[config.mk]
export PLATFORM = sky130hd
export DESIGN_NAME = ext_periph_obi_demux
export DESIGN_NICKNAME = d
export VERILOG_FILES = /design/src/rtl/ext_periph_obi_demux.sv
export SDC_FILE = /design/constraint.sdc
export NUM_CORES = 1
export LEC_CHECK = 0
export CAP_MARGIN = 0
export CORE_AREA = 2 2 110 112
export DETAILED_ROUTE_END_ITERATION = 10
export DIE_AREA = 0 0 112 114
export GPL_ROUTABILITY_DRIVEN = 0
export GPL_TIMING_DRIVEN = 0
export PLACE_DENSITY_LB_ADDON = 0.1
export SLEW_MARGIN = 10
export SYNTH_ARGS = -nofsm -noshare
export SYNTH_HDL_FRONTEND = slang
export SYNTH_SLANG_ARGS = --single-unit
[constraint.sdc]
create_clock -name clk_i -period 4.4 [get_ports clk_i]
set_input_delay 0.88 -clock clk_i [delete_from_list [all_inputs] [get_ports clk_i]]
set_output_delay 0.88 -clock clk_i [all_outputs]
set_load 0.1 [all_outputs]
[src/rtl/ext_periph_obi_demux.sv]
// ext_periph_obi_demux
//   OBI demultiplexer from the X-HEEP external peripheral port to NSLAVE
//   MMIO peripherals. Address rules come from the START_ADDR/END_ADDR
//   parameter arrays. Unmapped accesses are answered by an internal error
//   slave, which also logs the first failing address and a saturating count.
//   Issue is held back whenever a new target differs from the one that still
//   has transactions outstanding, so read data always returns in order.
//
// Ports
//   clk_i, rst_i          clock, synchronous active-high reset
//   req_i/gnt_o/addr_i/we_i/be_i/wdata_i/rvalid_o/rdata_o   master side
//   slv_req_o/slv_gnt_i   per-slave handshake
//   slv_addr_o/slv_we_o/slv_be_o/slv_wdata_o   broadcast request fields
//   slv_rvalid_i/slv_rdata_i   per-slave responses (rdata packed 32*NSLAVE)
//   err_o/err_addr_o/err_cnt_o/err_clr_i   unmapped-access log and clear

module ext_periph_obi_demux #(
    parameter int unsigned                 NSLAVE          = 2,
    parameter logic [NSLAVE*32-1:0]        START_ADDR      = {32'h0000_1000, 32'h0000_0000},
    parameter logic [NSLAVE*32-1:0]        END_ADDR        = {32'h0000_2000, 32'h0000_1000},
    parameter int unsigned                 MAX_OUTSTANDING = 4,
    parameter logic [31:0]                 ERR_RDATA       = 32'hBADC_AB1E
) (
    input  logic                   clk_i,
    input  logic                   rst_i,
    input  logic                   req_i,
    output logic                   gnt_o,
    input  logic [31:0]            addr_i,
    input  logic                   we_i,
    input  logic [3:0]             be_i,
    input  logic [31:0]            wdata_i,
    output logic                   rvalid_o,
    output logic [31:0]            rdata_o,
    output logic [NSLAVE-1:0]      slv_req_o,
    input  logic [NSLAVE-1:0]      slv_gnt_i,
    output logic [31:0]            slv_addr_o,
    output logic                   slv_we_o,
    output logic [3:0]             slv_be_o,
    output logic [31:0]            slv_wdata_o,
    input  logic [NSLAVE-1:0]      slv_rvalid_i,
    input  logic [32*NSLAVE-1:0]   slv_rdata_i,
    output logic                   err_o,
    output logic [31:0]            err_addr_o,
    output logic [7:0]             err_cnt_o,
    input  logic                   err_clr_i
);

    localparam int TW = $clog2(NSLAVE + 1);
    localparam int CW = $clog2(MAX_OUTSTANDING + 1);
    localparam logic [TW-1:0] ERR_TGT = TW'(NSLAVE);
    localparam logic [CW-1:0] MAX_CNT = CW'(MAX_OUTSTANDING);

    logic [CW-1:0] cnt_q, cnt_d, cnt_eff;
    logic [TW-1:0] cur_tgt_q, cur_tgt_d;
    logic          err_pend_q, err_pend_d;
    logic          err_q;
    logic [31:0]   err_addr_q;
    logic [7:0]    err_cnt_q;

    logic [TW-1:0] tgt;
    logic          hit;
    logic          tgt_gnt;
    logic          sel_rv;
    logic [31:0]   sel_rd;
    logic          rsp;
    logic          issue;
    logic          is_err;
    logic          gnt;

    // Lowest matching rule wins; empty rules (START >= END) cannot match.
    always_comb begin
        tgt = ERR_TGT;
        hit = 1'b0;
        for (int i = 0; i < NSLAVE; i++) begin
            if (!hit && addr_i >= START_ADDR[32*i +: 32] && addr_i < END_ADDR[32*i +: 32]) begin
                tgt = TW'(i);
                hit = 1'b1;
            end
        end
    end

    // Mux by compare so the ERR index never indexes past the slave arrays.
    always_comb begin
        tgt_gnt = 1'b0;
        sel_rv  = 1'b0;
        sel_rd  = '0;
        for (int i = 0; i < NSLAVE; i++) begin
            if (tgt == TW'(i))       tgt_gnt = slv_gnt_i[i];
            if (cur_tgt_q == TW'(i)) begin
                sel_rv = slv_rvalid_i[i];
                sel_rd = slv_rdata_i[32*i +: 32];
            end
        end
    end

    // A response retiring this cycle frees its slot and, if it was the last
    // one, lets a different target issue in the same cycle.
    assign rsp     = !rst_i && ((cnt_q != '0 && sel_rv) || err_pend_q);
    assign cnt_eff = cnt_q - CW'(rsp);
    assign is_err  = (tgt == ERR_TGT);
    assign issue   = req_i && !rst_i && (cnt_eff < MAX_CNT) &&
                     (cnt_eff == '0 || tgt == cur_tgt_q);
    assign gnt     = issue && (is_err || tgt_gnt);

    always_comb begin
        slv_req_o = '0;
        for (int i = 0; i < NSLAVE; i++) begin
            slv_req_o[i] = issue && (tgt == TW'(i));
        end
    end

    assign gnt_o       = gnt;
    assign rvalid_o    = rsp;
    assign rdata_o     = !rsp ? 32'h0 : (err_pend_q ? ERR_RDATA : sel_rd);
    assign slv_addr_o  = addr_i;
    assign slv_we_o    = we_i;
    assign slv_be_o    = be_i;
    assign slv_wdata_o = wdata_i;

    assign cnt_d      = cnt_eff + CW'(gnt);
    assign cur_tgt_d  = gnt ? tgt : cur_tgt_q;
    assign err_pend_d = gnt && is_err;

    always_ff @(posedge clk_i) begin
        if (rst_i) begin
            cnt_q      <= '0;
            cur_tgt_q  <= '0;
            err_pend_q <= 1'b0;
            err_q      <= 1'b0;
            err_addr_q <= '0;
            err_cnt_q  <= '0;
        end else begin
            cnt_q      <= cnt_d;
            cur_tgt_q  <= cur_tgt_d;
            err_pend_q <= err_pend_d;
            // Clear wins over a same-cycle error grant; that access goes unlogged.
            if (err_clr_i) begin
                err_q      <= 1'b0;
                err_addr_q <= '0;
                err_cnt_q  <= '0;
            end else if (gnt && is_err) begin
                err_q <= 1'b1;
                if (!err_q)              err_addr_q <= addr_i;
                if (err_cnt_q != 8'hFF)  err_cnt_q  <= err_cnt_q + 8'd1;
            end
        end
    end

    assign err_o      = err_q;
    assign err_addr_o = err_addr_q;
    assign err_cnt_o  = err_cnt_q;

endmodule

==> PnR_summary.wiki <==
{| class="wikitable"
! Metric !! Value
|-
| Share of total power in sequential cells || 0.179
|-
| Clock tree from TritonCTS || done
|-
| Async set-reset flop share out of synthesis || 0
|-
| Number of hold-slack violations in the final timing report || 0
|-
| Maximum clock rate || 230.0 MHz
|-
| Critical Path Source || slv_rvalid_i[1]
|-
| Finish-stage setup viols || 0
|-
| Ratio of cells with drive above 1 in the final layout || 0.1516
|-
| Critical-path cell with the highest stage delay || or3_4
|-
| Antenna-violating nets left || 0
|-
| Post-synthesis cell area || about 3200 um2
|-
| Required @ worst endpoint || 3.52 ns
|-
| Hold path start || err_addr_o[6]$_SDFFE_PP0P_
|-
| Net switching share of the total power || 0.5407
|-
| Synthesis Warnings || 0
|-
| Cells after synthesis || 395
|-
| Crit-path max cell delay || approximately 0.44 ns
|-
| RSZ-0062 raised after global routing || yes
|-
| Final critical-path share of the clock period || 0.9883
|-
| Reg2reg start || cur_tgt_q[0]$_SDFFE_PP0P_
|-
| Max-capacitance violation count || 0
|-
| GRT Overall Usage || 0.1704
|-
| Total clock buffers created by CTS || 5
|-
| Most used cells in the layout excluding fill and tap cells || 225 x clkdlybuf4s50_1, 71 x buf_4, 63 x nor2_1, 54 x mux2i_1, 47 x dfxtp_1
|-
| Number of clock sinks || 47
|-
| Count of port buffers added during placement || 248
|-
| Die outline area || about 13000 um2
|-
| Placed instance area || 5928 um2
|-
| Data arrival at the endpoint of the critical path || between 3 and 4 ns
|-
| Switching component of the power || ~1.5 mW
|-
| Share of synthesized area occupied by flip-flops and latches || 0.2926
|-
| Total core area || ~12000 um2
|-
| Leak || 2.620 nW
|-
| Maximum clock path buffer count || 2
|-
| Post-route DRC violation count || 0
|-
| Final worst path period need || 4.349 ns
|-
| HPWL after detailed placement || 9.420 mm
|-
| Worst Max-Slew Pin Slew || just over 1 ns
|-
| Routed length per instance || 14.69 um
|-
| X dimension of the die || 112 um
|-
| Clock edge transition at the registers on the reported setup and hold paths || 0.06 ns
|-
| Power Density || 444.2 nW/um2
|-
| Combinational power share || 0.675
|-
| Sum of overflow across all layers after global routing || 0
|-
| Pin count of the biggest net entering global routing || 14
|-
| Path class of the lowest-slack min-delay path || flop to flop
|-
| Critical Path Sink Type || primary output
|-
| CP cell instances || clkdlybuf4s50_1, mux2i_1, nor3_1, o21a_1, clkbuf_16, ha_1, ha_2, xor2_2, or3_4, a31o_4, a21oi_4, buf_12
|-
| Critical path peak fanout || 4
|-
| Commonest non-fill, non-tap cell in the layout || clkdlybuf4s50_1
|-
| Area Growth Syn to Fin || 92.57%
|-
| Normalized max-slew margin || 0.3172
|-
| Outcome || complete, no violations
|-
| Commonest register cell after synthesis || dfxtp_1
|-
| Clock network power share || 0.146
|-
| Root Driver || clkbuf_16
|-
| Worst-skew pair later-pin latency || 0.29 ns
|-
| Number of flip-flops and latches in the synthesized netlist || 47
|-
| Row count || 40
|-
| Total length of routed wires || 11.75 mm
|-
| Number of diodes || 0
|-
| Post-synthesis net count || ~540
|-
| Antenna violations before repair || 0
|-
| Post-route design area || 6192 um2
|-
| I/O pins || roughly 290
|-
| WHS || 0.4570 ns
|-
| H-tree lvl count || 2
|-
| Hold_buf cts || 0
|-
| Initial standard-cell utilization of the core || 0.2746
|-
| Critical path launch point type || input pin
|-
| Worst r2r path cells || 12
|-
| Detailed-routing iteration count for the pre-antenna-repair pass || 4
|-
| Type of the setup path with the least slack || input pin to primary output
|-
| Worst IR drop on VDD || a little under 0.0003 V
|-
| Initial DRC count || 190
|-
| Count of different cell masters after synthesis || 41
|-
| Nets@finish || 798
|-
| Detailed-route vias per instance || 4.481
|-
| Number of synthesized flops with an enable pin || 0
|-
| Number of max-slew violations in the final report || 0
|-
| Height of the die || 114 um
|-
| Hold Crit Depth || 2
|-
| Average cell area after synthesis || 8.141 um2
|-
| Total vias in the final route || 3585
|-
| Clk_skew || between 0.006 and 0.007 ns
|-
| Internal Pwr Total || between 1 and 1.5 mW
|-
| Global-route wire length before repair || about 18 mm
|-
| Vias in the first global route || 3534
|}
## state kept, by name, indices dropped and copies added, names as in the netlist
register and count:
err_o 1, err_pend_q 1, cnt_q 3, err_cnt_o 8, err_addr_o 32, cur_tgt_q 2
## final timing paths
check                                to  slack (ns)
max                               gnt_o        0.05
min          err_addr_o[6]$_SDFFE_PP0P_        0.46
max reg2reg  err_addr_o[9]$_SDFFE_PP0P_        1.07
min reg2reg  err_addr_o[6]$_SDFFE_PP0P_        0.46
## synth_stat cells, types with 4 or more instances
library cell  count  area [um2]
buf_4            69       518.0
nor2_1           63       236.5
mux2i_1          54       540.5
dfxtp_1          47       940.9
o21a_1           21       157.7
clkbuf_1         17       63.81
nand2_1          17       63.81
nand3_1          17       85.08
o21ai_0          15       75.07
inv_1             9       33.78
a21oi_1           7       35.03
ha_1              5       62.56
or4_1             5       37.54
nor3_1            4       20.02
or3_1             4       25.02
## logic make-up after synthesis
kind of cell,share of synthesized area
AND/OR/NAND/NOR,0.1778
buffers and inverters,0.2089
AO/OA/AOI/OAI,0.1276
multiplexers,0.1681
flip-flops,0.2926
adder cells (fa/ha/maj),0.01946
XOR/XNOR,0.005448
## power groups by stage
| stage | Combinational (mW) | Clock [mW] | Sequential [mW] |
|---|---|---|---|
| after CTS | 1.84 | 0.414 | 0.490 |
| after global placement | 1.81 | 0 | 0.498 |
| after detailed placement | 1.83 | 0 | 0.499 |
| final | 1.86 | 0.403 | 0.491 |
| after floorplan | 1.23 | 0 | 0.651 |
| after global routing | 1.96 | 0.429 | 0.497 |
## stage by stage
stage / setup slack (ns) / util / setup TNS [ns] / instances / power (mW)
2_1_floorplan: 0.01900 / - / 0 / 395 / 1.881
3_3_place_gp: -0.8710 / 0.5062 / -2.478 / 790 / 2.310
3_5_place_dp: -0.9116 / 0.5062 / -2.541 / 790 / 2.325
4_1_cts: 0.01115 / 0.5204 / 0 / 798 / 2.749
5_1_grt: -0.08377 / 0.5287 / -0.1397 / 800 / 2.882
6_report: 0.05135 / 0.5287 / 0 / 800 / 2.751
## worst max-delay path, delay by kind of cell
kind	cells	cell delay, ns
buffers and inverters	3	0.75
AOI/OAI and AO/OA	3	0.61
adders and majority gates	2	0.40
muxes	1	0.15
and+or+nand+nor	2	0.50
xor gates and xnor gates	1	0.17
## area by class of cell
type | instances | area, um2
sequential | 47 | 940.9
buffer | 94 | 660.6
inverter | 9 | 33.78
clock buffer | 8 | 156.4
timing repair buffer | 250 | 2561
fill | 1115 | 5519
multi-input combinational | 245 | 1655
tap | 147 | 183.9
## layer usage
layer / part of all wire / vias to the layer above / GRT usage / wire (um)
met3: 0.091 / 9 / 0.05845 / 1069
met2: 0.49 / 173 / 0.2865 / 5741
met5: 0 / - / 0 / 0
li1: - / 1795 / - / -
met4: 0.0081 / 0 / 0.03740 / 95
met1: 0.41 / 1608 / 0.2128 / 4843
## what timing repair did
| action | 4_1_cts | 5_1_grt |
|---|---|---|
| buffers inserted | 0 | 2 |
| pin swaps | 0 | 2 |
| gates resized for setup | 24 | 26 |
| setup endpoints to repair | 5 | 21 |
No activity file was read; power rests on OpenSTA's default activity.
